===== config.mk =====
export PLATFORM = sky130hd
export DESIGN_NAME = samp_ctrl_gen
export DESIGN_NICKNAME = d
export VERILOG_FILES = /design/src/rtl/samp_ctrl_pkg.sv /design/src/rtl/btn_edge_det.sv /design/src/rtl/samp_ctrl_gen.sv
export SDC_FILE = /design/constraint.sdc
export NUM_CORES = 1
export LEC_CHECK = 0
export CORE_MARGIN = 2
export CORE_UTILIZATION = 60
export CTS_BUF_LIST = sky130_fd_sc_hd__clkbuf_8
export CTS_CLUSTER_SIZE = 14
export DETAILED_ROUTE_END_ITERATION = 16
export GPL_TIMING_DRIVEN = 0
export HOLD_SLACK_MARGIN = 0.06
export MAX_ROUTING_LAYER = met4
export PLACE_DENSITY = 0.78
export SYNTH_ARGS = -nofsm -noshare
export SYNTH_HDL_FRONTEND = slang
export SYNTH_SLANG_ARGS = --single-unit

===== constraint.sdc =====
create_clock -name Fg_CLK -period 3 [get_ports Fg_CLK]
set_clock_uncertainty 0.15 [all_clocks]
set_input_delay 0.3 -clock Fg_CLK [delete_from_list [all_inputs] [get_ports Fg_CLK]]
set_output_delay 0.3 -clock Fg_CLK [all_outputs]
set_load 0.02 [all_outputs]

===== src/rtl/samp_ctrl_pkg.sv =====
`default_nettype none
// ============================================================================
// Module      : samp_ctrl_pkg
// Description : Shared types, default parameters and helper function for the
//               samp_ctrl_gen sample-rate controller.
// Revision    : 1.0 - initial release
// ============================================================================
package samp_ctrl_pkg;

    // Default parameter values
    localparam int DEF_NUM_MODES = 5;
    localparam int DEF_MODE_W    = 3;
    localparam int DEF_DIV_BASE  = 10;
    localparam int DEF_CNT_W     = 16;
    localparam int DEF_READY_DLY = 80;

    // Kinds of mode-change request waiting for the next sample boundary
    typedef enum logic [1:0] {
        REQ_NONE = 2'd0,
        REQ_UP   = 2'd1,
        REQ_DOWN = 2'd2,
        REQ_LOAD = 2'd3
    } req_t;

    // base^k, evaluated at elaboration to build the period table
    function automatic longint unsigned period_of(input int unsigned k,
                                                  input int unsigned base);
        longint unsigned p;
        p = 64'd1;
        for (int unsigned i = 0; i < k; i++) begin
            p = p * 64'(base);
        end
        return p;
    endfunction

endpackage
`default_nettype wire


===== src/rtl/btn_edge_det.sv =====
`default_nettype none
// ============================================================================
// Module      : btn_edge_det
// Description : Rising-edge detector for a debounced, synchronous button
//               level. A held button yields a single one-cycle pulse.
// Revision    : 1.0 - initial release
// ============================================================================
module btn_edge_det
    import samp_ctrl_pkg::*;
(
    input  logic clk,
    input  logic rst_n,
    input  logic btn,
    output logic rise
);

    logic btn_q;

    // Remember last cycle's button level
    always_ff @(posedge clk or negedge rst_n) begin
        if (!rst_n) begin
            btn_q <= 1'b0;
        end else begin
            btn_q <= btn;
        end
    end

    assign rise = btn & ~btn_q;

endmodule
`default_nettype wire


===== src/rtl/samp_ctrl_gen.sv =====
`default_nettype none
// ============================================================================
// Module      : samp_ctrl_gen
// Description : Sample-rate controller. Generates a sticky power-up Ready
//               flag and a periodic one-cycle Enable strobe whose period is
//               DIV_BASE^Mode cycles. Mode is stepped by buttons or loaded
//               directly; changes take effect only on a sample boundary.
//               Optional macro SAMP_ENABLE_GATE_EN: hold the period counter
//               and Enable at zero until Ready is set.
// Revision    : 1.0 - initial release
// ============================================================================
module samp_ctrl_gen
    import samp_ctrl_pkg::*;
#(
    parameter int NUM_MODES = DEF_NUM_MODES,
    parameter int MODE_W    = DEF_MODE_W,
    parameter int DIV_BASE  = DEF_DIV_BASE,
    parameter int CNT_W     = DEF_CNT_W,
    parameter int READY_DLY = DEF_READY_DLY
)(
    input  logic              Fg_CLK,
    input  logic              RESETn,
    input  logic              IntBTN,
    input  logic              DecBTN,
    input  logic              ModeLd,
    input  logic [MODE_W-1:0] ModeLdVal,
    output logic              Ready,
    output logic              Enable,
    output logic [MODE_W-1:0] Mode,
    output logic              ModeChg
);

    localparam int                RDY_W    = $clog2(READY_DLY + 1);
    localparam int                TBL_N    = 2 ** MODE_W;
    localparam logic [MODE_W-1:0] MODE_MAX = MODE_W'(NUM_MODES - 1);
    localparam logic [RDY_W-1:0]  RDY_LAST = RDY_W'(READY_DLY - 1);

    // Reject parameter sets the counter or mode field cannot represent
    generate
        if (NUM_MODES < 2 || NUM_MODES > 8) begin : g_bad_num_modes
            $error("samp_ctrl_gen: NUM_MODES must be 2..8");
        end
        if ((2 ** MODE_W) < NUM_MODES) begin : g_bad_mode_w
            $error("samp_ctrl_gen: MODE_W too narrow for NUM_MODES");
        end
        if (period_of(NUM_MODES - 1, DIV_BASE) > (64'd1 << CNT_W)) begin : g_bad_cnt_w
            $error("samp_ctrl_gen: CNT_W too narrow for longest period");
        end
        if (READY_DLY < 1) begin : g_bad_ready_dly
            $error("samp_ctrl_gen: READY_DLY must be >= 1");
        end
    endgenerate

    // Terminal-count table; unused codes above NUM_MODES-1 reuse the last period
    logic [CNT_W-1:0] period_m1_tbl [TBL_N];

    generate
        for (genvar k = 0; k < TBL_N; k++) begin : g_period_tbl
            localparam int K_EFF = (k < NUM_MODES) ? k : (NUM_MODES - 1);
            assign period_m1_tbl[k] = CNT_W'(period_of(K_EFF, DIV_BASE) - 64'd1);
        end
    endgenerate

    logic              inc_rise;
    logic              dec_rise;
    logic [RDY_W-1:0]  rdy_cnt;
    logic [CNT_W-1:0]  cnt;
    logic [CNT_W-1:0]  period_m1;
    logic              boundary;
    logic              run;
    logic              apply;
    req_t              pend_type;
    req_t              new_type;
    logic [MODE_W-1:0] pend_val;
    logic [MODE_W-1:0] new_val;
    logic [MODE_W-1:0] mode_next;

    btn_edge_det u_inc_edge (
        .clk   (Fg_CLK),
        .rst_n (RESETn),
        .btn   (IntBTN),
        .rise  (inc_rise)
    );

    btn_edge_det u_dec_edge (
        .clk   (Fg_CLK),
        .rst_n (RESETn),
        .btn   (DecBTN),
        .rise  (dec_rise)
    );

`ifdef SAMP_ENABLE_GATE_EN
    assign run = Ready;
`else
    assign run = 1'b1;
`endif

    // Decode this cycle's request and the mode a pending request would produce
    always_comb begin
        period_m1 = period_m1_tbl[Mode];
        boundary  = (cnt == period_m1);
        apply     = run && boundary && (pend_type != REQ_NONE);
        new_type  = REQ_NONE;
        new_val   = (ModeLdVal > MODE_MAX) ? MODE_MAX : ModeLdVal;
        if (Ready) begin
            if (ModeLd) begin
                new_type = REQ_LOAD;
            end else if (inc_rise && !dec_rise) begin
                new_type = REQ_UP;
            end else if (dec_rise && !inc_rise) begin
                new_type = REQ_DOWN;
            end
        end
        case (pend_type)
            REQ_UP:   mode_next = (Mode == MODE_MAX) ? '0 : (Mode + MODE_W'(1));
            REQ_DOWN: mode_next = (Mode == '0) ? MODE_MAX : (Mode - MODE_W'(1));
            default:  mode_next = pend_val;
        endcase
    end

    // Power-up delay: count edges after reset release, then set Ready and stop
    always_ff @(posedge Fg_CLK or negedge RESETn) begin
        if (!RESETn) begin
            rdy_cnt <= '0;
            Ready   <= 1'b0;
        end else if (!Ready) begin
            if (rdy_cnt == RDY_LAST) begin
                Ready <= 1'b1;
            end else begin
                rdy_cnt <= rdy_cnt + RDY_W'(1);
            end
        end
    end

    // Period counter, Enable strobe and boundary-aligned mode update
    always_ff @(posedge Fg_CLK or negedge RESETn) begin
        if (!RESETn) begin
            cnt     <= '0;
            Enable  <= 1'b0;
            Mode    <= '0;
            ModeChg <= 1'b0;
        end else begin
            ModeChg <= 1'b0;
            if (!run) begin
                cnt    <= '0;
                Enable <= 1'b0;
            end else if (boundary) begin
                cnt    <= '0;
                Enable <= 1'b1;
                if (apply) begin
                    Mode    <= mode_next;
                    ModeChg <= 1'b1;
                end
            end else begin
                cnt    <= cnt + CNT_W'(1);
                Enable <= 1'b0;
            end
        end
    end

    // Pending request: newest request wins, otherwise cleared once applied
    always_ff @(posedge Fg_CLK or negedge RESETn) begin
        if (!RESETn) begin
            pend_type <= REQ_NONE;
            pend_val  <= '0;
        end else if (new_type != REQ_NONE) begin
            pend_type <= new_type;
            pend_val  <= new_val;
        end else if (apply) begin
            pend_type <= REQ_NONE;
        end
    end

endmodule
`default_nettype wire

==> run_results.csv, run 1 <==
group,metric,value,unit
min_path,hold_class,"reg -> reg",
synthesis,post_synth.cell_area_avg,10.7,sq um
placement,place_inst,234,
worst_setup_path,r2r_cells,8,
clocking,postCtsSetupBuffers,0,
grt,antenna_found_initial,0,
cells_and_area,final_util,72.3,%
power,power.internal,0.740,mW
grt,grt_remaining_overflow,0,
worst_setup_path,r2r_start,"Mode[1]",
clocking,path_clk_slew,0.07,ns
synthesis,post-synth-top-count-cell,"dfrtp_1",
grt,grt_usage,22.6,%
timing,rsz0062_at_grt,"no",
worst_setup_path,worstSetupEndpoint,"Mode[1]",
synthesis,synth_top_area_cell,"dfrtp_1",
cells_and_area,layout-drive-gt1-share,9.55,%
floorplan,io-pin-count,14,
synthesis,synth_common_cells,"dfrtp_1, nor2_1, ha_1, nand2_1, xnor2_1",
timing,tns,0,ns
power,power_frac_clock,44.5,%
timing,finalHoldViolations,0,
floorplan,start_util,62.4,%
floorplan,die_w,60.1,microns
clocking,post_cts_resized,0,
clocking,clockBufferDepth,2,
placement,dp_hpwl,2490,microns
worst_setup_path,rr_endpoint,"Mode[1]",
power,leakagePower,0.980,nW
worst_setup_path,worstSetupPathType,"reg -> reg",
synthesis,yosys_warnings,0,
power,p_per_area,419,nW/um^2
floorplan,die_height,60.1,microns
synthesis,asyncSetResetFlopFracSynth,100,%
synthesis,synth_enable_flop_cells,0,
synthesis,yosysSeqAreaShare,47.7,%
timing,relSlewSlack,47.8,%
clocking,cts_sinks,36,
clocking,cts_buffers,5,
grt,grt_max_degree,37,
grt,grt_pass1_wl,5830,microns
worst_setup_path,required,3.05,ns
worst_setup_path,r2r_slack,0.57,ns
clocking,cts_hold_buf,1,
worst_setup_path,cp-start-kind,"flop",
detailed_routing,drcViolationCount,0,
detailed_routing,vias_per_cell,5.33,
timing,max_slew.worst_pin.slew,0.783,ns
cells_and_area,final_cells,243,
power,p_sw_share,19.4,%
worst_setup_path,setup.worst_path.start,"Mode[1]",
placement,io_buffers,13,
power,power,0.917,mW
power,peakVddDrop,0.000329,V
cells_and_area,diodes,0,
detailed_routing,drt-total-wl,3280,microns
flow_run,max-cap-violations,0,
worst_setup_path,arrival,2.48,ns
detailed_routing,drt-pass1-iter-count,4,
timing,fin_crit_sh,80.9,%
synthesis,synth_flop_cell,"dfrtp_1",
detailed_routing,drtAntennaViolNets,0,
worst_setup_path,crit_fanout,6,
cells_and_area,area_delta_synth_final,15.8,%
floorplan,core_area,3030,sq um
synthesis,synthCells,177,
min_path,whs_path_depth,1,
placement,gp_congestion,0.851,
synthesis,synth-seq-cells,36,
clocking,cts-root-buf,"clkbuf_8",
floorplan,rows,20,
power,p_sw,0.177,mW
detailed_routing,routedWlPerCell,13.5,microns
synthesis,syn_nets,198,
timing,setup_viol,0,
cells_and_area,nets,219,
detailed_routing,drtIter0Drc,48,
synthesis,yosysUniqueCellTypes,39,
synthesis,syn_area,1890,sq um
synthesis,synth_area_leaders,"dfrtp_1, ha_1, xnor2_1",
clocking,cts-htree-levels,2,
clocking,cts_tree,"built",
clocking,clk_latency,0.28,ns
detailed_routing,vias,1295,
synthesis,yosysTopAreaCellShare,47.7,%
power,p_comb_share,2.4,%
worst_setup_path,worst_setup_path_end_kind,"flop",
timing,layout_min_cycle_time,2.43,ns
status,outcome,"completed",
grt,grt_pass1_vias,1343,
timing,fmax,412,MHz
floorplan,dieArea,3620,sq um
timing,slew_violations,0,
power,p_seq_share,53.1,%
state kept, by name (all words and copies together) (netlist names):
| signal | cells |
|---|---|
| cnt | 16 |
| rdy_cnt | 7 |
| Mode | 3 |
| pend_val | 3 |
| pend_type | 2 |
| Enable | 1 |
| ModeChg | 1 |
| Ready | 1 |
| u_dec_edge.btn_q | 1 |
| u_inc_edge.btn_q | 1 |
power by group through the flow:
| stage | logic, mW | registers [mW] | clock network (mW) |
|---|---|---|---|
| 2_1_floorplan | 0.00305 | 0.496 | 0 |
| 6_report | 0.0220 | 0.487 | 0.408 |
| 3_5_place_dp | 0.0218 | 0.496 | 0 |
| 3_3_place_gp | 0.0217 | 0.496 | 0 |
| 4_1_cts | 0.0228 | 0.487 | 0.420 |
| 5_1_grt | 0.0257 | 0.487 | 0.443 |
metal layers:
layer | share of wire, % | vias to the layer above | GRT usage (%)
li1 | - | 640 | -
met1 | 44 | 638 | 26.4
met2 | 53 | 12 | 37.1
met3 | 2.3 | 5 | 5.63
met4 | 0.88 | 0 | 8.89
met5 | 0 | - | -
how the worst min path moves through the flow:
stage,endpoint,from
2_1_floorplan,Enable,RESETn
3_3_place_gp,rdy_cnt[6],rdy_cnt[6]
3_5_place_dp,cnt[6],RESETn
4_1_cts,rdy_cnt[6],rdy_cnt[6]
5_1_grt,u_inc_edge.btn_q,IntBTN
6_report,rdy_cnt[6],rdy_cnt[6]
area by class of cell:
type                       instances  area, sq um
tap                               44         55.1
inverter                          11         41.3
fill                             225          840
timing repair buffer              14          135
clock inverter                     3         38.8
multi-input combinational        128          936
clock buffer                       5         68.8
sequential                        36          901
buffer                             2         12.5
layout by cell type (no fill, tap or decap), types with 2 or more instances in the layout:
master / instances
a21oi_1: 4
and3_1: 2
buf_2: 2
clkbuf_8: 5
clkdlybuf4s50_1: 12
dfrtp_1: 36
ha_1: 13
inv_1: 11
mux2_1: 4
mux2i_1: 4
nand2_1: 13
nand2b_1: 3
nand3_1: 10
nor2_1: 19
nor2b_1: 7
nor3_1: 3
nor4_1: 2
o21ai_0: 3
o31ai_1: 2
xnor2_1: 13
xor2_1: 8
cell families (layout without fill, tap and decap cells):
kind of cell | count (synthesis) | count (layout) | share of synthesized area (%)
simple gates | 68 | 68 | 19.3
xor+xnor | 21 | 21 | 9.73
mux | 9 | 9 | 5.10
flops | 36 | 36 | 47.7
fa+ha+maj | 13 | 13 | 8.60
compound gates | 17 | 17 | 6.82
buf+inv | 13 | 35 | 2.85
metrics by stage:
step / hold slack [ns] / setup WS (ns) / instance area [sq um]
2_1_floorplan: -0.146 / 0.729 / 1890
3_3_place_gp: 0.304 / 0.629 / 2080
3_5_place_dp: 0.272 / 0.612 / 2070
4_1_cts: 0.326 / 0.576 / 2190
5_1_grt: 0.332 / 0.387 / 2190
6_report: 0.323 / 0.572 / 2190
critical path, cell delays in order (launching register included):
cell       delay [ns]
dfrtp_1          0.42
inv_1            0.13
ha_1             0.26
ha_1             0.25
xnor2_1          0.16
nor4_4           0.18
o2111ai_2        0.24
nor3_4           0.32
mux2i_1          0.23
Note: power is estimated with default switching activity, not from simulation.
==> inputs of run 2 (changes only) <==
==> constraint.sdc (replaced) <==
create_clock -name Fg_CLK -period 2.5 [get_ports Fg_CLK]
set_clock_uncertainty 0.15 [all_clocks]
set_input_delay 0.25 -clock Fg_CLK [delete_from_list [all_inputs] [get_ports Fg_CLK]]
set_output_delay 0.25 -clock Fg_CLK [all_outputs]
set_load 0.02 [all_outputs]
==> run 2 against run 1 <==
Critical path depth unchanged. Non-clock buffer count rose by 4. Flip-flop and latch count is the same. Maximum frequency up 1.3%. Power up 20%. Register-to-register slack got worse by 0.47 ns. Sequential power increased by 20%. Cell area is 2.9% higher. Clock power grew 20%. Die area did not move. Core utilization up 2.1 points. Clock-buffer cell count unchanged. Highest routed layer unchanged.
==> run_results.csv, run 2 (synthesized netlist as in run 1, its figures left out) <==
group,metric,value,unit
clocking,path_clk_slew,0.07,ns
flow_run,max-cap-violations,0,
timing,finalHoldViolations,0,
min_path,whs_path_depth,1,
worst_setup_path,cp.buffers_inverters,1,
floorplan,die_height,60.1,microns
clocking,clockBufferDepth,2,
timing,fin_crit_sh,95.9,%
grt,grt_max_degree,37,
detailed_routing,vias_per_cell,5.30,
cells_and_area,area_delta_synth_final,19.1,%
worst_setup_path,critical-path-max-stage-delay,0.47,ns
detailed_routing,vias,1309,
clocking,clk_latency,0.28,ns
worst_setup_path,crit_top_cell,"ha_2",
grt,grt_pass1_wl,5830,microns
floorplan,core_area,3030,sq um
clocking,cts-htree-levels,2,
grt,grt_remaining_overflow,0,
cells_and_area,top_regs,"cnt: 16 flops, rdy_cnt: 7 flops",
timing,max_slew.worst_pin.slew,0.783,ns
clocking,cts_buffers,5,
worst_setup_path,worst_setup_path_end_kind,"flop",
grt,antenna_found_initial,0,
timing,layout_min_cycle_time,2.40,ns
timing,relSlewSlack,47.8,%
floorplan,dieArea,3620,sq um
cells_and_area,mostFrequentLayoutCell,"dfrtp_1",
floorplan,io-pin-count,14,
worst_setup_path,required,2.55,ns
cells_and_area,registers.top_by_ff_count,"cnt",
cells_and_area,postLayoutCellArea,2250,sq um
timing,tns,0,ns
grt,grt_pass1_vias,1343,
detailed_routing,drtAntennaViolNets,0,
floorplan,start_util,62.4,%
worst_setup_path,crit_chain,"ha_2 -> inv_1 -> ha_2 -> or4b_4 -> o21ai_4 -> o2111ai_4 -> nor3_4 -> mux2i_1",
status,outcome,"completed",
clocking,cts_sinks,36,
worst_setup_path,cp-start-kind,"flop",
timing,fmax,417,MHz
clocking,cts_tree,"built",
floorplan,rows,20,
worst_setup_path,crit_fanout,5,
timing,setup_ws,0.103,ns
cells_and_area,layout_common_cells,"dfrtp_1, nor2_1, nand2_1, xnor2_1, clkdlybuf4s50_1",
power,leakagePower,0.995,nW
placement,placed_cell_area,2070,sq um
placement,gp_congestion,0.851,
worst_setup_path,crit_family,"simple AND/OR/NAND/NOR gates",
power,peakVddDrop,0.000394,V
worst_setup_path,worstSetupPathType,"reg -> reg",
worst_setup_path,arrival,2.45,ns
timing,setup_viol,0,
cells_and_area,diodes,0,
clocking,cts-root-buf,"clkbuf_8",
detailed_routing,drt-pass1-iter-count,4,
cells_and_area,final_util,74.4,%
worst_setup_path,slowest_stage,"or4b_4",
detailed_routing,drcViolationCount,0,
worst_setup_path,r2r_cells,8,
placement,preCtsSetupSlack,0.112,ns
cells_and_area,layout-drive-gt1-share,15.3,%
detailed_routing,routedWlPerCell,13.8,microns
power,p_per_area,488,nW/um^2
cells_and_area,largest_reg_flops,16,
placement,dp_hpwl,2490,microns
placement,io_buffers,13,
cells_and_area,nets,223,
floorplan,die_w,60.1,microns
detailed_routing,drtIter0Drc,49,
detailed_routing,drt-total-wl,3400,microns
timing,slew_violations,0,
min_path,hold_class,"in -> reg",
grt,grt_usage,22.6,%
worst_setup_path,path_depth,8,
==> run 2: cell count changes in the layout (fill, tap and decap cells not counted), moves of 2 or more <==
cell	previous run	this run
ha_2	0	3
dfrtp_2	0	2
buf_4	1	5
inv_1	11	9
inv_2	1	3
ha_1	13	10
dfrtp_1	36	34
==> run 2: path summary, 6_finish.rpt <==
kind | slack, ns | startpoint | end
max | 0.10 | Mode[0] | Mode[1]
min | 0.28 | IntBTN | u_inc_edge.btn_q
max reg2reg | 0.10 | Mode[0] | Mode[1]
min reg2reg | 0.32 | rdy_cnt[6] | rdy_cnt[6]
max in group asynchronous | 1.23 | RESETn | Mode[1]
min in group asynchronous | 0.43 | RESETn | cnt[6]
==> run 2: area by class of cell <==
class,count,area (sq um)
flip-flops and latches,36,903
inverters,11,41.3
multi-input cells,128,967
well taps,44,55.1
fillers,204,776
clock buffers,5,68.8
repair buffers,18,165
plain buffers,2,12.5
clock inverters,3,38.8
==> run 2: routing by layer <==
metal	track usage, %	routed length, microns
met1	26.4	1490
met2	37.1	1800
met3	5.63	84
met4	8.89	29
met5	-	0
==> run 2: repair_timing <==
action | CTS | global route
hold buffers | 1 | 0
buffers inserted | 0 | 4
endpoints found under the setup margin | 0 | 14
endpoints found under the hold margin | 36 | 0
resized for setup | 0 | 11
==> run 2: where the power goes <==
group | total (mW) | leakage, nW | switching, mW | internal (mW)
registers | 0.584 | 0.475 | 0.000526 | 0.584
clock network | 0.488 | 0.0593 | 0.197 | 0.292
logic | 0.0264 | 0.460 | 0.0143 | 0.0121
total | 1.10 | 0.995 | 0.211 | 0.888
==> run 2: stage by stage <==
stage               total power [mW]  std cells  hold WS, ns
finish                          1.10        247        0.282
global route                    1.15        247        0.282
CTS                             1.12        243        0.278
detailed placement             0.622        234        0.222
global placement               0.621        234        0.304
floorplan                      0.599        177       -0.196
